## src/rtl/pc_sp_unit_pkg.sv

```systemverilog
// Shared encodings and default vectors for the program-counter / stack-pointer unit.
package pc_sp_unit_pkg;

   // Next-PC source select
   localparam logic [2:0] PC_SEL_HOLD   = 3'b000;
   localparam logic [2:0] PC_SEL_INCR   = 3'b001;
   localparam logic [2:0] PC_SEL_BRANCH = 3'b010;
   localparam logic [2:0] PC_SEL_JUMP   = 3'b011;
   localparam logic [2:0] PC_SEL_JREG   = 3'b100;
   localparam logic [2:0] PC_SEL_CALL   = 3'b101;

   // Stack operation select
   localparam logic [1:0] SP_OP_NONE = 2'b00;
   localparam logic [1:0] SP_OP_PUSH = 2'b01;
   localparam logic [1:0] SP_OP_POP  = 2'b10;

   // Unit state
   typedef enum logic {
      PSU_RUN  = 1'b0,
      PSU_TRAP = 1'b1
   } psu_state_t;

   // Processor-wide address defaults (full 32-bit values, truncated by the user)
   localparam logic [31:0] INST_START_ADDR    = 32'h0000_1000;
   localparam logic [31:0] INIT_STACK_POINTER = 32'h03FF_FFFF;
   localparam logic [31:0] STACK_TRAP_VECTOR  = 32'h0000_0080;

endpackage

```

## src/rtl/pc_sp_unit_stack_guard.sv

```systemverilog
// Combinational stack bookkeeping: full/empty detection, fault decode,
// next stack pointer, memory address for the stack access and current depth.
module stack_guard
   import pc_sp_unit_pkg::*;
#(
   parameter int unsigned             ADDR_WIDTH  = 26,
   parameter logic [ADDR_WIDTH-1:0]   SP_RESET    = ADDR_WIDTH'(INIT_STACK_POINTER),
   parameter int unsigned             STACK_DEPTH = 1024
) (
   input  logic [ADDR_WIDTH-1:0] sp,
   input  logic [1:0]            sp_op,
   output logic                  full,
   output logic                  empty,
   output logic                  fault,
   output logic                  op_ok,
   output logic [ADDR_WIDTH-1:0] sp_next,
   output logic [ADDR_WIDTH-1:0] stack_addr,
   output logic [ADDR_WIDTH-1:0] depth
);

   localparam logic [ADDR_WIDTH-1:0] ONE     = {{(ADDR_WIDTH-1){1'b0}}, 1'b1};
   localparam logic [ADDR_WIDTH-1:0] SP_FULL = SP_RESET - ADDR_WIDTH'(STACK_DEPTH);

   assign full  = (sp == SP_FULL);
   assign empty = (sp == SP_RESET);
   assign depth = SP_RESET - sp;

   // Decode the requested stack op into legality, fault and the resulting pointer
   always_comb begin
      fault      = 1'b0;
      op_ok      = 1'b0;
      sp_next    = sp;
      stack_addr = sp;
      case (sp_op)
         SP_OP_PUSH: begin
            if (full) begin
               fault = 1'b1;
            end else begin
               op_ok   = 1'b1;
               sp_next = sp - ONE;
            end
         end
         SP_OP_POP: begin
            stack_addr = sp + ONE;
            if (empty) begin
               fault = 1'b1;
            end else begin
               op_ok   = 1'b1;
               sp_next = sp + ONE;
            end
         end
         default: begin
            fault = 1'b0;
         end
      endcase
   end

endmodule

```

## src/rtl/pc_sp_unit.sv

```systemverilog
// Program counter and stack pointer with call/link, stack fault detection,
// sticky fault flags and a one-cycle trap that vectors the PC.
module pc_sp_unit
   import pc_sp_unit_pkg::*;
#(
   parameter int unsigned           ADDR_WIDTH  = 26,
   parameter int unsigned           IMM_WIDTH   = 16,
   parameter logic [ADDR_WIDTH-1:0] PC_RESET    = ADDR_WIDTH'(INST_START_ADDR),
   parameter logic [ADDR_WIDTH-1:0] SP_RESET    = ADDR_WIDTH'(INIT_STACK_POINTER),
   parameter int unsigned           STACK_DEPTH = 1024,
   parameter logic [ADDR_WIDTH-1:0] TRAP_VECTOR = ADDR_WIDTH'(STACK_TRAP_VECTOR)
) (
   input  logic                  CLK,
   input  logic                  RST,
   input  logic                  PC_LOAD,
   input  logic [2:0]            PC_SEL,
   input  logic [IMM_WIDTH-1:0]  IMM,
   input  logic [ADDR_WIDTH-1:0] JADDR,
   input  logic [31:0]           RS_DATA,
   input  logic [1:0]            SP_OP,
   input  logic                  FAULT_CLR,
   output logic [ADDR_WIDTH-1:0] PC,
   output logic [ADDR_WIDTH-1:0] LINK,
   output logic [ADDR_WIDTH-1:0] SP,
   output logic [ADDR_WIDTH-1:0] STACK_ADDR,
   output logic                  STACK_MEM_EN,
   output logic [ADDR_WIDTH-1:0] DEPTH,
   output logic                  STACK_OVF,
   output logic                  STACK_UNF,
   output logic                  TRAP
);

   localparam logic [ADDR_WIDTH-1:0] ONE = {{(ADDR_WIDTH-1){1'b0}}, 1'b1};

   psu_state_t            state_r;
   logic [ADDR_WIDTH-1:0] pc_r;
   logic [ADDR_WIDTH-1:0] sp_r;
   logic                  ovf_r;
   logic                  unf_r;
   logic [ADDR_WIDTH-1:0] pc_next_s;
   logic [ADDR_WIDTH-1:0] sp_next_s;
   logic [ADDR_WIDTH-1:0] imm_ext_s;
   logic                  full_s;
   logic                  empty_s;
   logic                  fault_s;
   logic                  op_ok_s;
   logic                  run_fault_s;
   logic                  unused_rs_s;

   // Only the low address bits of the register operand form a jump target
   assign unused_rs_s = &{1'b0, RS_DATA[31:ADDR_WIDTH]};

   assign imm_ext_s = {{(ADDR_WIDTH-IMM_WIDTH){IMM[IMM_WIDTH-1]}}, IMM};

   stack_guard #(
      .ADDR_WIDTH  (ADDR_WIDTH),
      .SP_RESET    (SP_RESET),
      .STACK_DEPTH (STACK_DEPTH)
   ) u_guard (
      .sp         (sp_r),
      .sp_op      (SP_OP),
      .full       (full_s),
      .empty      (empty_s),
      .fault      (fault_s),
      .op_ok      (op_ok_s),
      .sp_next    (sp_next_s),
      .stack_addr (STACK_ADDR),
      .depth      (DEPTH)
   );

   // A fault only counts while running; stack ops are ignored during the trap
   assign run_fault_s  = fault_s && (state_r == PSU_RUN) && !RST;
   assign STACK_MEM_EN = op_ok_s && (state_r == PSU_RUN) && !RST;

   assign PC        = pc_r;
   assign SP        = sp_r;
   assign LINK      = pc_r + ONE;
   assign STACK_OVF = ovf_r;
   assign STACK_UNF = unf_r;
   assign TRAP      = (state_r == PSU_TRAP);

   // Select the candidate next PC from the requested source
   always_comb begin
      pc_next_s = pc_r;
      case (PC_SEL)
         PC_SEL_INCR:   pc_next_s = pc_r + ONE;
         PC_SEL_BRANCH: pc_next_s = pc_r + ONE + imm_ext_s;
         PC_SEL_JUMP:   pc_next_s = JADDR;
         PC_SEL_JREG:   pc_next_s = RS_DATA[ADDR_WIDTH-1:0];
         PC_SEL_CALL:   pc_next_s = JADDR;
         default:       pc_next_s = pc_r;
      endcase
   end

   // Run/trap sequencing together with the PC and SP registers
   always_ff @(posedge CLK) begin
      if (RST) begin
         state_r <= PSU_RUN;
         pc_r    <= PC_RESET;
         sp_r    <= SP_RESET;
      end else begin
         case (state_r)
            PSU_RUN: begin
               if (fault_s) begin
                  state_r <= PSU_TRAP;
               end else begin
                  if (op_ok_s) begin
                     sp_r <= sp_next_s;
                  end
                  if (PC_LOAD) begin
                     pc_r <= pc_next_s;
                  end
               end
            end
            PSU_TRAP: begin
               pc_r    <= TRAP_VECTOR;
               state_r <= PSU_RUN;
            end
            default: begin
               state_r <= PSU_RUN;
            end
         endcase
      end
   end

   // Sticky fault flags: clear on request, but a fault in the same cycle wins
   always_ff @(posedge CLK) begin
      if (RST) begin
         ovf_r <= 1'b0;
         unf_r <= 1'b0;
      end else begin
         ovf_r <= (ovf_r && !FAULT_CLR) || (run_fault_s && full_s && (SP_OP == SP_OP_PUSH));
         unf_r <= (unf_r && !FAULT_CLR) || (run_fault_s && empty_s && (SP_OP == SP_OP_POP));
      end
   end

endmodule

```

## config.mk

```make
export PLATFORM = sky130hd
export DESIGN_NAME = pc_sp_unit
export DESIGN_NICKNAME = d
export VERILOG_FILES = /design/src/rtl/pc_sp_unit_pkg.sv /design/src/rtl/pc_sp_unit_stack_guard.sv /design/src/rtl/pc_sp_unit.sv
export SDC_FILE = /design/constraint.sdc
export NUM_CORES = 1
export LEC_CHECK = 0
export BUFFER_PORTS_ARGS = -buffer_cell sky130_fd_sc_hd__buf_4
export CAP_MARGIN = 20
export CORE_MARGIN = 1
export CORE_UTILIZATION = 30
export CTS_BUF_LIST = sky130_fd_sc_hd__clkbuf_4 sky130_fd_sc_hd__clkbuf_8
export CTS_CLUSTER_DIAMETER = 200
export DETAILED_ROUTE_END_ITERATION = 10
export PLACE_DENSITY = 0.53
export SKIP_CTS_REPAIR_TIMING = 1
export SLEW_MARGIN = 30
export SYNTH_ARGS = -nofsm -noshare
export SYNTH_HDL_FRONTEND = slang
export SYNTH_SLANG_ARGS = --single-unit
```

## constraint.sdc

```tcl
create_clock -name CLK -period 7.6 [get_ports CLK]
set_clock_uncertainty 0.1 [all_clocks]
set_input_delay 1.52 -clock CLK [delete_from_list [all_inputs] [get_ports CLK]]
set_output_delay 1.52 -clock CLK [all_outputs]
set_load 0.1 [all_outputs]
```

* Word-level counts from Yosys, hierarchy flattened
Cells that the tools add are included.
** Storage, ports and cells
- Register bits :: 55
- Input bits :: 83
** Cells by class
- $add $sub $neg :: 5
- Eq/ne operators :: 14
- Muxes and demuxes :: 16
- Bitwise logic cells :: 2
- Reductions and logical operators :: 18
** Operator list (count)
- $mux W26 :: 5
- $pmux W26 S2 :: 2
- $pmux W26 S4 :: 1
- $add A26 B1 Y26 const B :: 2
- $eq A26 B26 Y1 const B :: 2
- $add A26 B26 Y26 :: 1
- $sub A26 B1 Y26 const B :: 1
- $sub A26 B26 Y26 const A :: 1
- $logic_and A1 B1 Y1 :: 10
- $ne A2 B2 Y1 const B :: 4
- $eq A3 B2 Y1 const B :: 2
- $eq A3 B3 Y1 const B :: 2
- $pmux W1 S2 :: 3
- $reduce_and A6 Y1 :: 1
- $mux W1 :: 5
- $ne A5 B2 Y1 const B :: 1
- $eq A3 B1 Y1 const B :: 1
- $reduce_and A3 Y1 :: 1
- $eq A2 B1 Y1 const B :: 1
- $eq A2 B2 Y1 const B :: 1
- $logic_not A1 Y1 :: 2
- $logic_or A1 B1 Y1 :: 2
- $not A1 Y1 :: 2
- $reduce_bool A2 Y1 :: 1
- $reduce_or A2 Y1 :: 1

* Logic depth before layout (Yosys ltp)
Gate-level depths: netlist of run 1.
- Depth after elaboration :: 8
- Gate-level depth with buffers :: 16
- Mapped depth without buffers :: 15

* Modules after synthesis
A second synthesis of run 1 with hierarchy kept.
** Second synthesis, totals
- Cells, all modules :: 995
- Area total of the unflattened synthesis :: 7025.5 µm²
** Modules (own cells, without submodules)
- pc_sp_unit :: times used 1, cells an instance 611, area each 4665.7 µm², sequential area each 1101.1 µm²
- stack_guard :: times used 1, cells an instance 384, area each 2359.8 µm², sequential area each 0.0 µm²

* Least setup slack after synthesis of run 1
Ideal clock, no wire load.
- Kind :: register to output
- Start point :: register sp_r[8], in the netlist SP[8]
- End point :: output STACK_ADDR[17]
- Arrival :: 4.926 ns
- Required time :: 5.980 ns
- Path slack :: 1.054 ns
- Stages on the path, launching flop included :: 8
- Buffers on the path :: 1
- Cells stage by stage :: dfxtp_1 inv_1 or4_4 buf_6 or3_1 nor3_1 nand3_1 xnor2_1
** Between the ends
- Longest elaborated chain between the ends :: 2
** RTL lines
- start: declaration :: line pc_sp_unit.sv:37 : logic [ADDR_WIDTH-1:0] sp_r;
- start signal: assignment :: line pc_sp_unit.sv:108 : sp_r <= sp_next_s;
- $add A26 B1 Y26 :: line pc_sp_unit_stack_guard.sv:44 : stack_addr = sp + ONE;
- $mux W26 :: line pc_sp_unit_stack_guard.sv:34 : case (sp_op)
- end: declaration :: line pc_sp_unit.sv:25 : output logic [ADDR_WIDTH-1:0] STACK_ADDR,
Every way passes these cells.

* Final worst setup path of run 1
- Start point :: input SP_OP[0]
- End point :: output STACK_ADDR[15]
** Between the ends
- Longest elaborated chain between the ends :: 2
** RTL lines
- start: declaration :: line pc_sp_unit.sv:20 : input logic [1:0] SP_OP,
- $eq A2 B2 Y1 :: line pc_sp_unit_stack_guard.sv:34
- $mux W26 :: line pc_sp_unit_stack_guard.sv:34
Every way passes these cells.

==> results of run 1 <==
worst reg2reg max path: stages (launching register included):
cell,delay (ns)
dfxtp_1,0.49
and3_1,0.24
nand3_1,0.30
nor2_1,0.22
xor2_1,0.40
ha_1,0.41
a21o_1,0.22
or3_1,0.30
o21a_1,0.27
o41a_1,0.50
o21a_1,0.20
or3_1,0.30
a31oi_1,0.21
o31ai_1,0.09
routing by layer:
layer / wire length [um] / vias up
met5: 0 / -
met4: 556 / 0
met3: 1780 / 36
met2: 11200 / 281
met1: 11100 / 3379
li1: - / 3493
sequential cells by signal, summed over array words and instances, names as in the netlist:
| register | count |
|---|---|
| TRAP | 1 |
| STACK_OVF | 1 |
| PC | 26 |
| STACK_UNF | 1 |
| SP | 26 |
cell type report:
type                            instances  area (um^2)  area share, %
Tap cell                              265          332           4.25
Clock inverter                          3         22.5          0.289
Timing Repair Buffer                  215         1610           20.7
Sequential cell                        55         1100           14.1
Inverter                               45          169           2.17
Clock buffer                            5         68.8          0.883
Multi-Input combinational cell        704         4490           57.6
per-stage QoR:
stage	hold WS [ns]	util, %
2_1_floorplan	0.819	-
3_3_place_gp	0.365	39.6
3_5_place_dp	0.380	39.6
4_1_cts	0.410	40.1
5_1_grt	0.427	40.1
6_report	0.413	40.1
cell families after synthesis:
kind of cell,after synthesis,share of synthesized area (%)
and+or+nand+nor,315,25.9
buffers and inverters,91,6.37
muxes,7,1.17
adders and majority gates,35,7.46
xor gates and xnor gates,76,11.1
AOI/OAI and AO/OA,271,29.5
DFF,55,18.4
report_power, final:
part,switching [mW],internal [mW]
Sequential,0.0375,0.308
Combinational,0.729,0.247
Clock,0.130,0.0669
cell usage after synthesis (4+ instances only):
cell | instances | area (um^2)
a21boi_0 | 5 | 37.5
a21o_1 | 16 | 120
a21oi_1 | 73 | 365
a221oi_1 | 5 | 43.8
a311oi_1 | 6 | 52.6
a31oi_1 | 9 | 56.3
and3_1 | 6 | 37.5
and4_1 | 7 | 61.3
buf_1 | 5 | 18.8
buf_2 | 7 | 35.0
buf_4 | 4 | 30.0
clkbuf_1 | 28 | 105
dfxtp_1 | 55 | 1100
ha_1 | 34 | 425
inv_1 | 40 | 150
mux2i_1 | 7 | 70.1
nand2_1 | 92 | 345
nand2b_1 | 4 | 25.0
nand3_1 | 33 | 165
nand4_1 | 21 | 131
nor2_1 | 65 | 244
nor2b_1 | 5 | 31.3
nor3_1 | 30 | 150
nor4_1 | 17 | 106
o2111ai_1 | 5 | 43.8
o211ai_1 | 13 | 97.6
o21a_1 | 13 | 97.6
o21ai_0 | 68 | 340
o21ai_1 | 5 | 25.0
o221ai_1 | 5 | 43.8
o22ai_1 | 4 | 25.0
o311ai_0 | 4 | 35.0
o31ai_1 | 9 | 67.6
or2_2 | 6 | 37.5
or3_1 | 13 | 81.3
or4_1 | 5 | 37.5
xnor2_1 | 65 | 569
xor2_1 | 11 | 96.3
worst min-delay path by stage:
stage / start / endpoint / slack (ns) / depth (start not counted)
floorplan: PC[17]$_SDFFE_PP0P_ / PC[17]$_SDFFE_PP0P_ / 0.82 / 2
global placement: STACK_OVF$_SDFF_PP0_ / STACK_OVF$_SDFF_PP0_ / 0.37 / 2
detailed placement: STACK_OVF$_SDFF_PP0_ / STACK_OVF$_SDFF_PP0_ / 0.38 / 2
CTS: STACK_OVF$_SDFF_PP0_ / STACK_OVF$_SDFF_PP0_ / 0.41 / 2
global route: PC[17]$_SDFFE_PP0P_ / PC[17]$_SDFFE_PP0P_ / 0.43 / 2
finish: PC[17]$_SDFFE_PP0P_ / PC[17]$_SDFFE_PP0P_ / 0.41 / 2
==> flow_metrics.tcl, run 1 <==
set metrics [dict create \
    max_stage_delay_ns 0.57 \
    cp-end-kind "output pin" \
    dpl_cell_area_um2 7710 \
    fp.dieH_um 143 \
    hold_class "register to register" \
    worst_skew_pair.late_latency_ns 0.36 \
    yosysWarnings 0 \
    wl_mm 24.7 \
    rsz0062_at_grt "no" \
    ir_drop_mv 0.0711 \
    postSynthAreaPerCell_um2 7.03 \
    met2_usage_pct 38.9 \
    synth_area_um2 5970 \
    fin_nets 1144 \
    outcome "finished, final reports clean" \
    track_usage_pct 23.8 \
    grt-busiest-layer "met2" \
    cts_tree "yes" \
    grt_pass1_wl_mm 37.7 \
    place_congestion 0.907 \
    r2r-end "PC[16]$_SDFFE_PP0P_" \
    cp_max_fo 29 \
    crit_chain "buf_4 > inv_1 > ha_1 > buf_4 > inv_1 > nor4_1 > nand3_1 > xnor2_1 > buf_4" \
    totalPowerFinal_mw 1.52 \
    worstMarginPinSlew_ns 0.935 \
    drc 0 \
    critPathTopFamily "buffers and inverters" \
    timing.final.setup_violations 0 \
    viasPerCell 5.56 \
    pin_count 217 \
    crit_type "input port to output pin" \
    dieArea_um2 20500 \
    cp_slowest_cell "nor4_1" \
    design.core.area_um2 19500 \
    reg2reg_slack_ns 3.23 \
    fill_cells 2158 \
    initial_core_util_pct 30.7 \
    drive_above_1_share_pct 23.3 \
    met3_usage_pct 4.16 \
    reg2reg_depth 13 \
    synthArstFlopShare_pct 0 \
    drv_cap 0 \
    cts-root-buf "clkbuf_8" \
    grt_pass1_vias 6742 \
    pre_cts_ws_ns 1.98 \
    hold_viol 0 \
    dr.first_iter.drc_count 601 \
    mostFrequentLayoutCell "buf_4" \
    grt_overflow_total 0 \
    setup_slack_ns 1.98 \
    slew_headroom_pct 37.1 \
    cp.arrival_ns 4.00 \
    vias 7189 \
    port_buffers 210 \
    clock_sinks 55 \
    cp_num_cells 9 \
    final_area_um2 7800 \
    p_leak_nw 3.42 \
    fin_crit_sh_pct 74.0 \
    synth.distinct_cells 69 \
    cts_max_level 2 \
    yosysSeqAreaShare_pct 18.4 \
    synthFlopType "dfxtp_1" \
    worst_ep_required_time_ns 5.98 \
    firstDrtPassIters 4 \
    critPathBufInv 5 \
    critPathMostFrequentCell "buf_4" \
    rows 51 \
    antenna_cells 0 \
    p_per_area_nw_per_um2 195 \
    cts_buffer_depth 2 \
    synth_edf_count 0 \
    critPathLaunch "SP_OP[0]" \
    die_x_um 143 \
    fin_cells 1292 \
    finalSetupTns_ns 0 \
    path_clk_slew_ns 0.12 \
    netlist_instances 850 \
    ant_nets 0 \
    yosys_register_bits 55 \
    routedWlPerCell_um 19.1 \
    antenna_found_initial 0 \
    dpl.hpwl_mm 18.8 \
    grt_max_degree 50 \
    use_met1_pct 31.7 \
    fin_crit_ns 5.62 \
    start_kind "input port" \
    area_delta_synth_final_pct 30.6 \
    dp.cells 1284 \
    rr_startpoint "PC[0]$_SDFFE_PP0P_" \
    fmaxAchievable_ghz 0.178 \
    layout_common_cells "buf_4 (215), nand2_1 (92), a21oi_1 (73), o21ai_0 (68)" \
    crit_end "STACK_ADDR[15]" \
    cts_buffers 5 \
    synth_fp_nets 968 \
    maxSlewViolCount 0 \
]
No activity file was read; power rests on OpenSTA's default activity.
==> run 2, diff against run 1 <==
- PLACE_DENSITY: 0.53 -> 0.55
- clock period: 7.6 -> 4.83 ns (I/O delays scaled with it)
==> flow_metrics.tcl, run 2 (synthesis gave the netlist of run 1 again) <==
set metrics [dict create \
    outcome "finished, final reports clean" \
    pin_count 217 \
    crit_type "register to output pin" \
    routedWlPerCell_um 18.6 \
    fmaxAchievable_ghz 0.233 \
    worst_ep_required_time_ns 3.76 \
    port_buffers 210 \
    ant_nets 0 \
    rsz0062_at_grt "no" \
    fp.dieH_um 143 \
    antenna_cells 0 \
    design.core.area_um2 19500 \
    crit_chain "nand4_1 > or4_4 > or3_1 > nor3_1 > buf_4 > nand2_1 > nor4_1 > xnor2_2 > buf_4" \
    p_per_area_nw_per_um2 293 \
    final_area_um2 8240 \
    maxSlewViolCount 0 \
    fin_nets 1151 \
    mostFrequentLayoutCell "buf_4" \
    cp-end-kind "output pin" \
    rows 51 \
    ir_drop_mv 0.125 \
    layout_common_cells "buf_4 (222), nand2_1 (92), a21oi_1 (73), o21ai_0 (67), nor2_1 (65)" \
    fin_cells 1299 \
    area_delta_synth_final_pct 38.0 \
    dr.first_iter.drc_count 491 \
    fin_crit_ns 4.29 \
    drive_above_1_share_pct 28.7 \
    totalPowerFinal_mw 2.42 \
    die_x_um 143 \
    grt_max_degree 50 \
    cts_buffer_depth 2 \
    cts-root-buf "clkbuf_8" \
    dp.cells 1291 \
    clock_sinks 55 \
    wl_mm 24.2 \
    drc 0 \
    dieArea_um2 20500 \
    track_usage_pct 23.3 \
    place_congestion 0.893 \
    grt_pass1_wl_mm 37.0 \
    setup_slack_ns 0.538 \
    cp.arrival_ns 3.23 \
    cp_slowest_cell "dfxtp_1" \
    worst_skew_pair.late_latency_ns 0.34 \
    final_util_pct 42.3 \
    cts_buffers 5 \
    p_leak_nw 3.63 \
    max_stage_delay_ns 0.55 \
    hold_class "register to register" \
    vias 7083 \
    worstMarginPinSlew_ns 0.800 \
    slew_headroom_pct 46.6 \
    drv_cap 0 \
    fill_cells 2051 \
    initial_core_util_pct 30.7 \
    antenna_found_initial 0 \
    timing.final.setup_violations 0 \
    fin_crit_sh_pct 88.9 \
    firstDrtPassIters 7 \
    grt_overflow_total 0 \
    path_clk_slew_ns 0.12 \
    dpl.hpwl_mm 18.7 \
    dpl_cell_area_um2 8150 \
    hold_ws_ns 0.418 \
    cp_max_fo 10 \
    cts_tree "yes" \
    cts_max_level 2 \
    finalSetupTns_ns 0 \
    start_kind "register" \
    pre_cts_ws_ns 0.758 \
    critPathMostFrequentCell "buf_4" \
    viasPerCell 5.45 \
    grt_pass1_vias 6503 \
    hold_viol 0 \
]
[run 2: changes by cell type in the layout (fill, tap and decap cells not counted), moves of 5 or more]
cell     delta
xnor2_1    -24
xnor2_2    +18
dfxtp_1    -17
dfxtp_2    +16
xor2_1      -8
buf_4       +7
xnor2_4     +6
xor2_4      +5
[run 2: cell type report]
| cell class | count | area, um^2 | area share [%] |
|---|---|---|---|
| Multi-Input combinational cell | 704 | 4850 | 58.9 |
| Timing Repair Buffer | 222 | 1670 | 20.2 |
| Sequential cell | 55 | 1120 | 13.7 |
| Tap cell | 265 | 332 | 4.02 |
| Inverter | 45 | 174 | 2.11 |
| Clock buffer | 7 | 83.8 | 1.02 |
| Clock inverter | 1 | 5.00 | 0.0607 |
[run 2: routing by layer]
layer  vias up  GRT usage [%]  wire, um
met2       241           37.6     11000
met4         0           4.87       316
met3        13           3.42      1410
li1       3513              -         -
met5         -              0         0
met1      3316           32.7     11500
[run 2: critical path, delay by kind of cell (launching register included)]
family / cells / cell delay (ns)
flops: 1 / 0.55
xor+xnor: 1 / 0.15
buf+inv: 2 / 0.46
simple gates: 6 / 1.71
[run 2: worst paths after layout]
check	end	slack [ns]	startpoint	depth (start not counted)
setup / recovery	STACK_ADDR[19]	0.54	SP[2]$_SDFFE_PP1P_	9
hold reg to reg	STACK_UNF$_SDFF_PP0_	0.42	STACK_UNF$_SDFF_PP0_	2
hold / removal	STACK_UNF$_SDFF_PP0_	0.42	STACK_UNF$_SDFF_PP0_	2
setup reg to reg	PC[24]$_SDFFE_PP0P_	0.70	PC[4]$_SDFFE_PP0P_	14
[run 2: where the power goes]
group          switching [mW]  internal, mW  total [mW]
combinational            1.15         0.418        1.57
sequential             0.0677         0.486       0.554
clock                   0.181         0.114       0.295
total                    1.40          1.02        2.42
==> run 3, diff against run 2 <==
==> constraint.sdc (replaced) <==
create_clock -name CLK -period 4.83 [get_ports CLK]
set_clock_uncertainty 0.1 [all_clocks]
set_input_delay 0.2415 -clock CLK [delete_from_list [all_inputs] [get_ports CLK]]
set_output_delay 0.2415 -clock CLK [all_outputs]
set_load 0.1 [all_outputs]
==> flow_metrics.tcl, run 3 (synthesis gave the netlist of run 1 again) <==
set metrics [dict create \
    outcome "finished, final reports clean" \
    area_delta_synth_final_pct 37.1 \
    dieArea_um2 20500 \
    pre_cts_ws_ns 0.755 \
    viasPerCell 5.48 \
    dpl.hpwl_mm 18.5 \
    rr_startpoint "PC[7]$_SDFFE_PP0P_" \
    cp_max_fo 6 \
    hold_viol 0 \
    totalPowerFinal_mw 2.47 \
    fp.dieH_um 143 \
    die_x_um 143 \
    hold_class "input port to register" \
    drc 0 \
    rsz0062_at_grt "no" \
    firstDrtPassIters 5 \
    holdPathStages 2 \
    wl_mm 24.3 \
    r2r-end "PC[25]$_SDFFE_PP0P_" \
    crit_end "PC[25]$_SDFFE_PP0P_" \
    cts-root-buf "clkbuf_8" \
    port_buffers 210 \
    fmaxAchievable_ghz 0.240 \
    cts_buffers 5 \
    hold_ws_ns 0.0815 \
    worst_skew_pair.late_latency_ns 0.35 \
    worstMarginPinSlew_ns 0.907 \
    maxSlewViolCount 0 \
    intPower_mw 1.06 \
    dpl_cell_area_um2 8070 \
    clock_sinks 55 \
    p_comb_share_pct 63.0 \
    fin_nets 1149 \
    antenna_found_initial 0 \
    cp.arrival_ns 4.36 \
    worst_ep_required_time_ns 5.03 \
    mostFrequentLayoutCell "buf_4" \
    reg2reg_depth 14 \
    p_per_area_nw_per_um2 301 \
    setup_slack_ns 0.669 \
    cp-end-kind "register" \
    ant_nets 0 \
    dr.first_iter.drc_count 417 \
    antenna_cells 0 \
    met2_usage_pct 39.6 \
    met3_usage_pct 3.62 \
    design.core.area_um2 19500 \
    grt-busiest-layer "met2" \
    fin_crit_sh_pct 86.2 \
    start_kind "register" \
    drv_cap 0 \
    rows 51 \
    use_met1_pct 32.0 \
    reg2reg_slack_ns 0.67 \
    cts_buffer_depth 2 \
    place_congestion 0.910 \
    initial_core_util_pct 30.7 \
    grt_max_degree 50 \
    cts_max_level 2 \
    final_util_pct 42.1 \
    pwr-share-seq_pct 22.4 \
    grt_pass1_vias 6725 \
    grt_pass1_wl_mm 37.7 \
    crit_type "register to register" \
    p_sw_share_pct 56.9 \
    ir_drop_mv 0.126 \
    p_leak_nw 3.63 \
    final_area_um2 8190 \
    fin_crit_ns 4.16 \
    pwr-share-clk_pct 14.6 \
    cts_tree "yes" \
    drive_above_1_share_pct 27.4 \
    path_clk_slew_ns 0.12 \
    slew_headroom_pct 39.3 \
    timing.final.setup_violations 0 \
    power_switching_mw 1.40 \
    grt_overflow_total 0 \
    routedWlPerCell_um 18.8 \
    track_usage_pct 23.9 \
    layout_common_cells "buf_4 (220), nand2_1 (92), a21oi_1 (73), o21ai_0 (68), nor2_1 (64)" \
    critPathLaunch "PC[7]$_SDFFE_PP0P_" \
    pin_count 217 \
    vias 7114 \
]
[run 3: changes by cell type in the layout (fill, tap and decap cells not counted), sizes merged]
cell      previous run  this run
buf                222       220
inv                 41        42
bufinv               0         1
clkbuf               7         6
clkinvlp             1         0
[run 3: per-stage QoR]
step                      std cells  TNS [ns]
final                          1297         0
after global routing           1297         0
after CTS                      1297         0
after detailed placement       1289         0
after global placement         1289         0
after floorplan                 850    -0.150
[run 3: power groups by stage]
stage | registers, mW | clock network [mW] | logic (mW)
3_3_place_gp | 0.562 | 0 | 1.55
5_1_grt | 0.561 | 0.380 | 1.64
4_1_cts | 0.552 | 0.368 | 1.55
3_5_place_dp | 0.562 | 0 | 1.55
2_1_floorplan | 0.753 | 0 | 1.01
6_report | 0.553 | 0.359 | 1.55
[run 3: how the worst min path moves through the flow]
stage | from | end
after detailed placement | STACK_OVF$_SDFF_PP0_ | STACK_OVF$_SDFF_PP0_
after floorplan | RST | SP[22]$_SDFFE_PP1P_
final | RST | PC[7]$_SDFFE_PP0P_
after global routing | RST | PC[7]$_SDFFE_PP0P_
after CTS | RST | PC[7]$_SDFFE_PP0P_
after global placement | STACK_OVF$_SDFF_PP0_ | STACK_OVF$_SDFF_PP0_
[run 3: area by class of cell]
type,count,area (um^2)
Fill cell,2123,11300
Multi-Input combinational cell,704,4800
Timing Repair Buffer,220,1650
Sequential cell,55,1120
Tap cell,265,332
Inverter,45,169
Clock buffer,6,82.6
Clock inverter,2,35.0
[run 3: critical path, cell delays in order (launching register included)]
cell      delay [ns]
dfxtp_2         0.45
and4_1          0.28
nand4_1         0.27
or2_2           0.45
nor2_1          0.29
xor2_4          0.24
ha_1            0.34
nand2_1         0.12
o21ai_0         0.14
o21ba_2         0.26
o21ai_0         0.12
a311oi_1        0.37
o21ai_0         0.21
a2111o_1        0.39
nand3_1         0.08
[run 3: layer usage]
metal	wire length [um]	vias to the layer above
met5	0	-
met4	500	0
met3	1720	26
met2	11100	280
met1	11000	3320
li1	-	3488
